<file path="src/rtl/abs32_rr_arbiter_if.sv">
// Requester/response bundle for abs32_rr_arbiter. The ovf_count/ovf_clr pair
// is present only when ABS32_OVF_STATS_EN is defined.
interface abs32_rr_arbiter_if #(
  parameter int NREQ = 4,
  parameter int W    = 32
);
  localparam int IDW = $clog2(NREQ);

  logic [NREQ-1:0]   req_valid;
  logic [NREQ-1:0]   req_ready;
  logic [NREQ*W-1:0] req_data;
  logic              rsp_valid;
  logic              rsp_ready;
  logic [W-1:0]      rsp_data;
  logic [IDW-1:0]    rsp_id;
  logic              rsp_ovf;
  logic              busy;

`ifdef ABS32_OVF_STATS_EN
  logic [15:0]       ovf_count;
  logic              ovf_clr;

  modport master (
    output req_valid, req_data, rsp_ready, ovf_clr,
    input  req_ready, rsp_valid, rsp_data, rsp_id, rsp_ovf, busy, ovf_count
  );

  modport slave (
    input  req_valid, req_data, rsp_ready, ovf_clr,
    output req_ready, rsp_valid, rsp_data, rsp_id, rsp_ovf, busy, ovf_count
  );
`else
  modport master (
    output req_valid, req_data, rsp_ready,
    input  req_ready, rsp_valid, rsp_data, rsp_id, rsp_ovf, busy
  );

  modport slave (
    input  req_valid, req_data, rsp_ready,
    output req_ready, rsp_valid, rsp_data, rsp_id, rsp_ovf, busy
  );
`endif
endinterface

</file>
<file path="src/rtl/abs32_rr_arbiter.sv">
// Round-robin shared absolute-value unit with a single registered response slot.
// Define ABS32_OVF_STATS_EN to add the saturating overflow counter (ovf_count/ovf_clr).
module abs32_rr_arbiter #(
  parameter int NREQ = 4,
  parameter int W    = 32
) (
  input  logic              clk,
  input  logic              rst_n,
  abs32_rr_arbiter_if.slave bus
);
  localparam int IDW = $clog2(NREQ);
  localparam logic [W-1:0] MIN_NEG = {1'b1, {(W-1){1'b0}}};
  localparam logic [W-1:0] ONE_W   = {{(W-1){1'b0}}, 1'b1};
  localparam logic [IDW-1:0] LAST_IDX = IDW'(NREQ - 1);

  // Two's-complement magnitude; the most-negative value maps onto itself.
  function automatic logic [W-1:0] abs_f(input logic [W-1:0] x);
    return x[W-1] ? (~x + ONE_W) : x;
  endfunction

  function automatic logic is_min_neg_f(input logic [W-1:0] x);
    return (x == MIN_NEG);
  endfunction

  logic           rsp_valid_q, rsp_valid_d;
  logic [W-1:0]   rsp_data_q,  rsp_data_d;
  logic [IDW-1:0] rsp_id_q,    rsp_id_d;
  logic           rsp_ovf_q,   rsp_ovf_d;
  logic [IDW-1:0] last_grant_q, last_grant_d;

  logic            slot_free_s;
  logic            grant_found_s;
  logic            accept_s;
  logic [IDW-1:0]  grant_idx_s;
  logic [IDW-1:0]  cand_s;
  logic [W-1:0]    op_s;
  logic [NREQ-1:0] req_ready_s;

  assign slot_free_s = !rsp_valid_q || bus.rsp_ready;
  assign accept_s    = slot_free_s && grant_found_s;

  // Round-robin search starting just after the last granted requester.
  always_comb begin
    grant_found_s = 1'b0;
    grant_idx_s   = '0;
    cand_s        = '0;
    for (int k = 1; k <= NREQ; k++) begin
      cand_s = IDW'((32'(last_grant_q) + 32'(k)) % 32'(NREQ));
      if (!grant_found_s && bus.req_valid[cand_s]) begin
        grant_found_s = 1'b1;
        grant_idx_s   = cand_s;
      end else begin
        grant_found_s = grant_found_s;
      end
    end
  end

  // Operand mux and one-hot accept strobes for the granted requester.
  always_comb begin
    op_s        = '0;
    req_ready_s = '0;
    for (int i = 0; i < NREQ; i++) begin
      if (grant_idx_s == IDW'(i)) begin
        op_s           = bus.req_data[i*W +: W];
        req_ready_s[i] = accept_s;
      end else begin
        req_ready_s[i] = 1'b0;
      end
    end
  end

  // Response slot next state: a new accept replaces a draining result with no bubble.
  always_comb begin
    rsp_valid_d  = rsp_valid_q;
    rsp_data_d   = rsp_data_q;
    rsp_id_d     = rsp_id_q;
    rsp_ovf_d    = rsp_ovf_q;
    last_grant_d = last_grant_q;
    if (accept_s) begin
      rsp_valid_d  = 1'b1;
      rsp_data_d   = abs_f(op_s);
      rsp_id_d     = grant_idx_s;
      rsp_ovf_d    = is_min_neg_f(op_s);
      last_grant_d = grant_idx_s;
    end else if (bus.rsp_ready) begin
      rsp_valid_d  = 1'b0;
    end else begin
      rsp_valid_d  = rsp_valid_q;
    end
  end

  // Slot and round-robin pointer registers.
  always_ff @(posedge clk or negedge rst_n) begin
    if (!rst_n) begin
      rsp_valid_q  <= 1'b0;
      rsp_data_q   <= '0;
      rsp_id_q     <= '0;
      rsp_ovf_q    <= 1'b0;
      last_grant_q <= LAST_IDX;
    end else begin
      rsp_valid_q  <= rsp_valid_d;
      rsp_data_q   <= rsp_data_d;
      rsp_id_q     <= rsp_id_d;
      rsp_ovf_q    <= rsp_ovf_d;
      last_grant_q <= last_grant_d;
    end
  end

`ifdef ABS32_OVF_STATS_EN
  logic [15:0] ovf_count_q, ovf_count_d;

  // Saturating count of overflowed results actually delivered; clear has priority.
  always_comb begin
    ovf_count_d = ovf_count_q;
    if (bus.ovf_clr) begin
      ovf_count_d = 16'h0000;
    end else if (rsp_valid_q && bus.rsp_ready && rsp_ovf_q && (ovf_count_q != 16'hFFFF)) begin
      ovf_count_d = ovf_count_q + 16'h0001;
    end else begin
      ovf_count_d = ovf_count_q;
    end
  end

  // Overflow counter register.
  always_ff @(posedge clk or negedge rst_n) begin
    if (!rst_n) begin
      ovf_count_q <= 16'h0000;
    end else begin
      ovf_count_q <= ovf_count_d;
    end
  end

  assign bus.ovf_count = ovf_count_q;
`endif

  assign bus.req_ready = req_ready_s;
  assign bus.rsp_valid = rsp_valid_q;
  assign bus.rsp_data  = rsp_data_q;
  assign bus.rsp_id    = rsp_id_q;
  assign bus.rsp_ovf   = rsp_ovf_q;
  assign bus.busy      = rsp_valid_q | (|bus.req_valid);
endmodule

</file>
<file path="src/flat_wrapper.sv">
// flat-port wrapper written by rule: the top's interface ports become plain ports
module abs32_rr_arbiter_flat 
#(
  parameter int NREQ = 4,
  parameter int W    = 32
)
  (clk, rst_n, bus_req_valid, bus_req_data, bus_rsp_ready, bus_req_ready, bus_rsp_valid, bus_rsp_data, bus_rsp_id, bus_rsp_ovf, bus_busy);
  abs32_rr_arbiter_if #(.NREQ(NREQ), .W(W)) bus_i ();
  input  logic clk;
  input  logic rst_n;
  input wire logic [$bits(bus_i.req_valid)-1:0] bus_req_valid;
  input wire logic [$bits(bus_i.req_data)-1:0] bus_req_data;
  input wire logic [$bits(bus_i.rsp_ready)-1:0] bus_rsp_ready;
  output wire logic [$bits(bus_i.req_ready)-1:0] bus_req_ready;
  output wire logic [$bits(bus_i.rsp_valid)-1:0] bus_rsp_valid;
  output wire logic [$bits(bus_i.rsp_data)-1:0] bus_rsp_data;
  output wire logic [$bits(bus_i.rsp_id)-1:0] bus_rsp_id;
  output wire logic [$bits(bus_i.rsp_ovf)-1:0] bus_rsp_ovf;
  output wire logic [$bits(bus_i.busy)-1:0] bus_busy;
  assign bus_i.req_valid = bus_req_valid;
  assign bus_i.req_data = bus_req_data;
  assign bus_i.rsp_ready = bus_rsp_ready;
  assign bus_req_ready = bus_i.req_ready;
  assign bus_rsp_valid = bus_i.rsp_valid;
  assign bus_rsp_data = bus_i.rsp_data;
  assign bus_rsp_id = bus_i.rsp_id;
  assign bus_rsp_ovf = bus_i.rsp_ovf;
  assign bus_busy = bus_i.busy;
  abs32_rr_arbiter #(.NREQ(NREQ), .W(W)) u_core (.clk(clk), .rst_n(rst_n), .bus(bus_i));
endmodule
</file>
<file path="config.mk">
export PLATFORM = sky130hd
export DESIGN_NAME = abs32_rr_arbiter_flat
export DESIGN_NICKNAME = d
export VERILOG_FILES = /design/src/rtl/abs32_rr_arbiter_if.sv /design/src/rtl/abs32_rr_arbiter.sv /design/src/flat_wrapper.sv
export SDC_FILE = /design/constraint.sdc
export NUM_CORES = 1
export LEC_CHECK = 0
export CELL_PAD_IN_SITES_DETAIL_PLACEMENT = 0
export CELL_PAD_IN_SITES_GLOBAL_PLACEMENT = 1
export CORE_ASPECT_RATIO = 1.4
export CORE_UTILIZATION = 31
export DETAILED_ROUTE_END_ITERATION = 6
export GPL_ROUTABILITY_DRIVEN = 0
export PLACE_DENSITY = 0.95
export SYNTH_ARGS = -nofsm -noshare
export SYNTH_HDL_FRONTEND = slang
export SYNTH_SLANG_ARGS = --single-unit
</file>
<file path="constraint.sdc">
create_clock -name clk -period 10.15 [get_ports clk]
set_clock_uncertainty 0.2 [all_clocks]
set_input_delay 2.03 -clock clk [delete_from_list [all_inputs] [get_ports clk]]
set_output_delay 2.03 -clock clk [all_outputs]
set_load 0.005 [all_outputs]
</file>
==> flow_summary_export.csv <==
group,metric,value,unit
status,result_of_the_run,"finished, final reports clean",
power,power-per-cell-area,173,nW/um2
sta,final.setup.worst_slack,3110,ps
yosys,netlist.top_cell.by_area,"sky130_fd_sc_hd__dfrtp_1",
yosys,synth.ff_latch_count,38,
cells_and_area,fin_nets,688,
clocking,cts_post_setup_buffers_inserted,0,
cells_and_area,antenna_cells,0,
clocking,cts-htree-levels,2,
sta,final_report_hold_violation_count,0,
global_route,grt_first_pass_wirelength,17.1,mm
placed_design,dpl_worst_slack,3060,ps
yosys,synth_edf_count,0,
die,chipHeight,126,um
worst_hold_path,worstHoldStart,"u_core.bus.rsp_data[27]",
clocking,worstSkewPairLatency,280,ps
critical_path,worst-endpoint-required,7920,ps
yosys,ys_warn_count,0,
clocking,ctsHoldBuffers,0,
cells_and_area,layout-area-overhead-vs-synth,58.5,%
clocking,cts.reportedPaths.clkPinSlew,60,ps
yosys,postSynthNetCount,527,
sta,finalSetupViolCount,0,
route,drc_errors,0,
clocking,tritoncts.num_buffers,5,
placed_design,portBuffers,175,
sta,finalCritPeriodShare,69.4,%
die,num_rows,44,
sta,worst_slew_margin_rel,30.6,%
clocking,clock_tree_root_driver_cell,"sky130_fd_sc_hd__clkbuf_16",
route,routed_via_density,5.05,
clocking,post_cts_resized,0,
cells_and_area,final-seq-area,953,um2
clocking,clock_tree.buffer_depth,2,
sta,holdWs,280,ps
sta,final_sum_of_negative_setup_slack,0,ps
clocking,tritoncts,"yes",
die,coreArea,10500,um2
die,floorplan.die_area,11400,um2
yosys,ys.flop_type,"sky130_fd_sc_hd__dfrtp_1",
global_route,grt_max_degree,85,
route,drt_first_iter_violations,211,
yosys,async_flop_share,100,%
critical_path,critical_path_arrival,4810,ps
die,fp.dieW,90.5,um
power,peakVddDrop,0.0650,mV
yosys,synth.yosys.seq_area_share,28.1,%
route,wl_per_cell,15.3,um
route,via_count,3484,
yosys,synth_cell_type_count,51,
cells_and_area,multi_input_area,2330,um2
yosys,postSynthCellCount,391,
route,postRouteAntennaNets,0,
critical_path,setup_slack_reg_to_reg,5710,ps
global_route,grt_overflow,0,
route,drt_first_pass_iters,4,
yosys,syn_area_per_cell,8.68,um2
critical_path,setup.worst_path.end_class,"output pin",
critical_path,path_class,"input pin to output pin",
route,route.final.wire_length,10.6,mm
sta,rsz0062_at_grt,"false",
die,ios,176,
placed_design,dpl.hpwl,8.63,mm
cells_and_area,fillCellCount,975,
clocking,number_of_sinks_handled_by_clock_tree_synthesis,38,
yosys,ys_top_cells_by_area,"sky130_fd_sc_hd__dfrtp_1, sky130_fd_sc_hd__mux2i_1, sky130_fd_sc_hd__o21ai_0",
worst_hold_path,min_path_type,"flop to flop",
critical_path,r2r_end,"u_core.bus.rsp_data[29]",
global_route,grt_pass1_vias,3445,
sta,worst_pin_slew,1040,ps
cells_and_area,layout-drive-gt1-share,7.61,%
worst_hold_path,hold_depth,2,
global_route,grt.total_usage,18.7,%
sta,layout_min_cycle_time,7040,ps
worst_hold_path,hold_end,"u_core.bus.rsp_data[27]",
sta,fmaxAchievable,142,MHz
critical_path,top_fanout_value_on_the_critical_path,84,
die,floorplan.initialDensity,32.3,%
yosys,synthDominantCellAreaShare,26.5,%
yosys,syn_area,3400,um2
critical_path,r2r_start,"u_core.last_grant_q[1]",
critical_path,timing.reg2reg.worst_path_depth,10,
power,leakage,2.10,nW
sta,final-max-slew-violation-count,0,
job,drv_cap,0,
critical_path,worstSetupStartpointType,"input pin",
global_route,number_of_antenna_violations_at_the_first_check_in_global_routing,0,
-- worst max-delay path by stage --
stage                     slack (ps)             start  cells past startpoint                to
after global placement          3120  bus_req_valid[1]                      7  bus_req_ready[2]
after global routing            2880  bus_req_valid[1]                      7  bus_req_ready[2]
after CTS                       3050  bus_req_valid[1]                      7  bus_req_ready[2]
after detailed placement        3060  bus_req_valid[1]                      7  bus_req_ready[2]
after floorplan                 3620  bus_req_valid[0]                     10  bus_req_ready[2]
final                           3110  bus_req_valid[1]                      7  bus_req_ready[2]
-- state kept, by name, indices dropped and copies added (netlist names) --
signal	cells
u_core.bus.rsp_valid	1
u_core.last_grant_q	2
u_core.bus.rsp_ovf	1
u_core.bus.rsp_data	32
u_core.bus.rsp_id	2
-- synth_stat cells, types with 2 or more instances --
| master | instances |
|---|---|
| sky130_fd_sc_hd__nor4bb_1 | 2 |
| sky130_fd_sc_hd__xor2_1 | 9 |
| sky130_fd_sc_hd__nor3b_1 | 4 |
| sky130_fd_sc_hd__dfstp_2 | 2 |
| sky130_fd_sc_hd__a21oi_1 | 18 |
| sky130_fd_sc_hd__clkbuf_1 | 12 |
| sky130_fd_sc_hd__mux4_1 | 4 |
| sky130_fd_sc_hd__nor2_1 | 37 |
| sky130_fd_sc_hd__buf_4 | 3 |
| sky130_fd_sc_hd__nor3_1 | 12 |
| sky130_fd_sc_hd__nand2_1 | 46 |
| sky130_fd_sc_hd__mux4_2 | 7 |
| sky130_fd_sc_hd__nand3_1 | 2 |
| sky130_fd_sc_hd__buf_1 | 2 |
| sky130_fd_sc_hd__a31oi_1 | 6 |
| sky130_fd_sc_hd__or2_2 | 2 |
| sky130_fd_sc_hd__o21ai_1 | 6 |
| sky130_fd_sc_hd__mux2i_1 | 40 |
| sky130_fd_sc_hd__a41oi_1 | 2 |
| sky130_fd_sc_hd__inv_1 | 2 |
| sky130_fd_sc_hd__or3_1 | 2 |
| sky130_fd_sc_hd__o21ai_0 | 36 |
| sky130_fd_sc_hd__nor4_1 | 3 |
| sky130_fd_sc_hd__buf_2 | 8 |
| sky130_fd_sc_hd__xnor2_1 | 18 |
| sky130_fd_sc_hd__nor2b_1 | 15 |
| sky130_fd_sc_hd__a211oi_1 | 13 |
| sky130_fd_sc_hd__nand2b_1 | 8 |
| sky130_fd_sc_hd__mux2_2 | 10 |
| sky130_fd_sc_hd__o31ai_1 | 4 |
| sky130_fd_sc_hd__dfrtp_1 | 36 |
-- stage by stage --
| stage | std cells | utilization, % | total power [W] | area, um2 |
|---|---|---|---|---|
| final | 690 | 51.2 | 0.000929 | 5380 |
| after detailed placement | 683 | 49.9 | 0.000791 | 5250 |
| after CTS | 690 | 51.2 | 0.000938 | 5380 |
| after floorplan | 391 | - | 0.000539 | 3400 |
| after global placement | 683 | 49.9 | 0.000776 | 5250 |
| after global routing | 690 | 51.2 | 0.000993 | 5380 |
-- power breakdown --
part / switching (W) / internal, W
registers: 0.0000356 / 0.000211
clock network: 0.0000578 / 0.0000886
logic: 0.000244 / 0.000292
total: 0.000338 / 0.000591
-- layout by cell type (no fill, tap or decap), types with 2 or more instances in the layout --
master and count:
sky130_fd_sc_hd__nand3_1 2, sky130_fd_sc_hd__nor3_1 12, sky130_fd_sc_hd__a41oi_1 2, sky130_fd_sc_hd__a211oi_1 13
sky130_fd_sc_hd__or3_1 2, sky130_fd_sc_hd__nor2_1 37, sky130_fd_sc_hd__nor4_1 3, sky130_fd_sc_hd__o21ai_1 6
sky130_fd_sc_hd__dfstp_2 2, sky130_fd_sc_hd__mux2i_1 40, sky130_fd_sc_hd__dfrtp_1 36, sky130_fd_sc_hd__clkbuf_16 5
sky130_fd_sc_hd__or2_2 2, sky130_fd_sc_hd__o21ai_0 36, sky130_fd_sc_hd__nand2b_1 7, sky130_fd_sc_hd__o31ai_1 4
sky130_fd_sc_hd__nor3b_1 4, sky130_fd_sc_hd__mux2_2 10, sky130_fd_sc_hd__mux4_1 4, sky130_fd_sc_hd__buf_4 5
sky130_fd_sc_hd__clkinv_2 2, sky130_fd_sc_hd__xnor2_1 18, sky130_fd_sc_hd__nor4bb_1 2, sky130_fd_sc_hd__nor2b_1 15
sky130_fd_sc_hd__a31oi_1 6, sky130_fd_sc_hd__inv_1 2, sky130_fd_sc_hd__nand2_1 46, sky130_fd_sc_hd__clkdlybuf4s50_1 174
sky130_fd_sc_hd__mux4_2 7, sky130_fd_sc_hd__a21oi_1 18, sky130_fd_sc_hd__xor2_1 9
-- critical path, cell delays in order --
cell,delay (ps)
sky130_fd_sc_hd__clkdlybuf4s50_1,470
sky130_fd_sc_hd__or2_2,340
sky130_fd_sc_hd__a311oi_4,300
sky130_fd_sc_hd__buf_4,800
sky130_fd_sc_hd__nand2_1,200
sky130_fd_sc_hd__nor2_1,140
sky130_fd_sc_hd__clkdlybuf4s50_1,510
-- layout make-up --
class	count	share of cell area (%)
Sequential cell	38	17.7
Timing Repair Buffer	180	33.1
Multi-Input combinational cell	325	43.3
Clock buffer	5	2.32
Inverter	2	0.139
Clock inverter	2	0.186
Tap cell	138	3.21
-- logic make-up after synthesis --
| family | synth area share, % |
|---|---|
| buf+inv | 3.94 |
| fa+ha+maj | 0.368 |
| xor+xnor | 6.96 |
| compound gates | 17.2 |
| simple gates | 20.6 |
| flops | 28.1 |
| mux | 22.8 |
-- per-layer routing --
metal  wire (um)  global-route usage, %  up-vias
li1            -                      -     1756
met1        4340                   22.1     1585
met2        5450                   34.2      123
met3         430                   1.45       20
met4         324                   8.44        0
met5           0                      0        -
No activity file was read; power rests on OpenSTA's default activity.
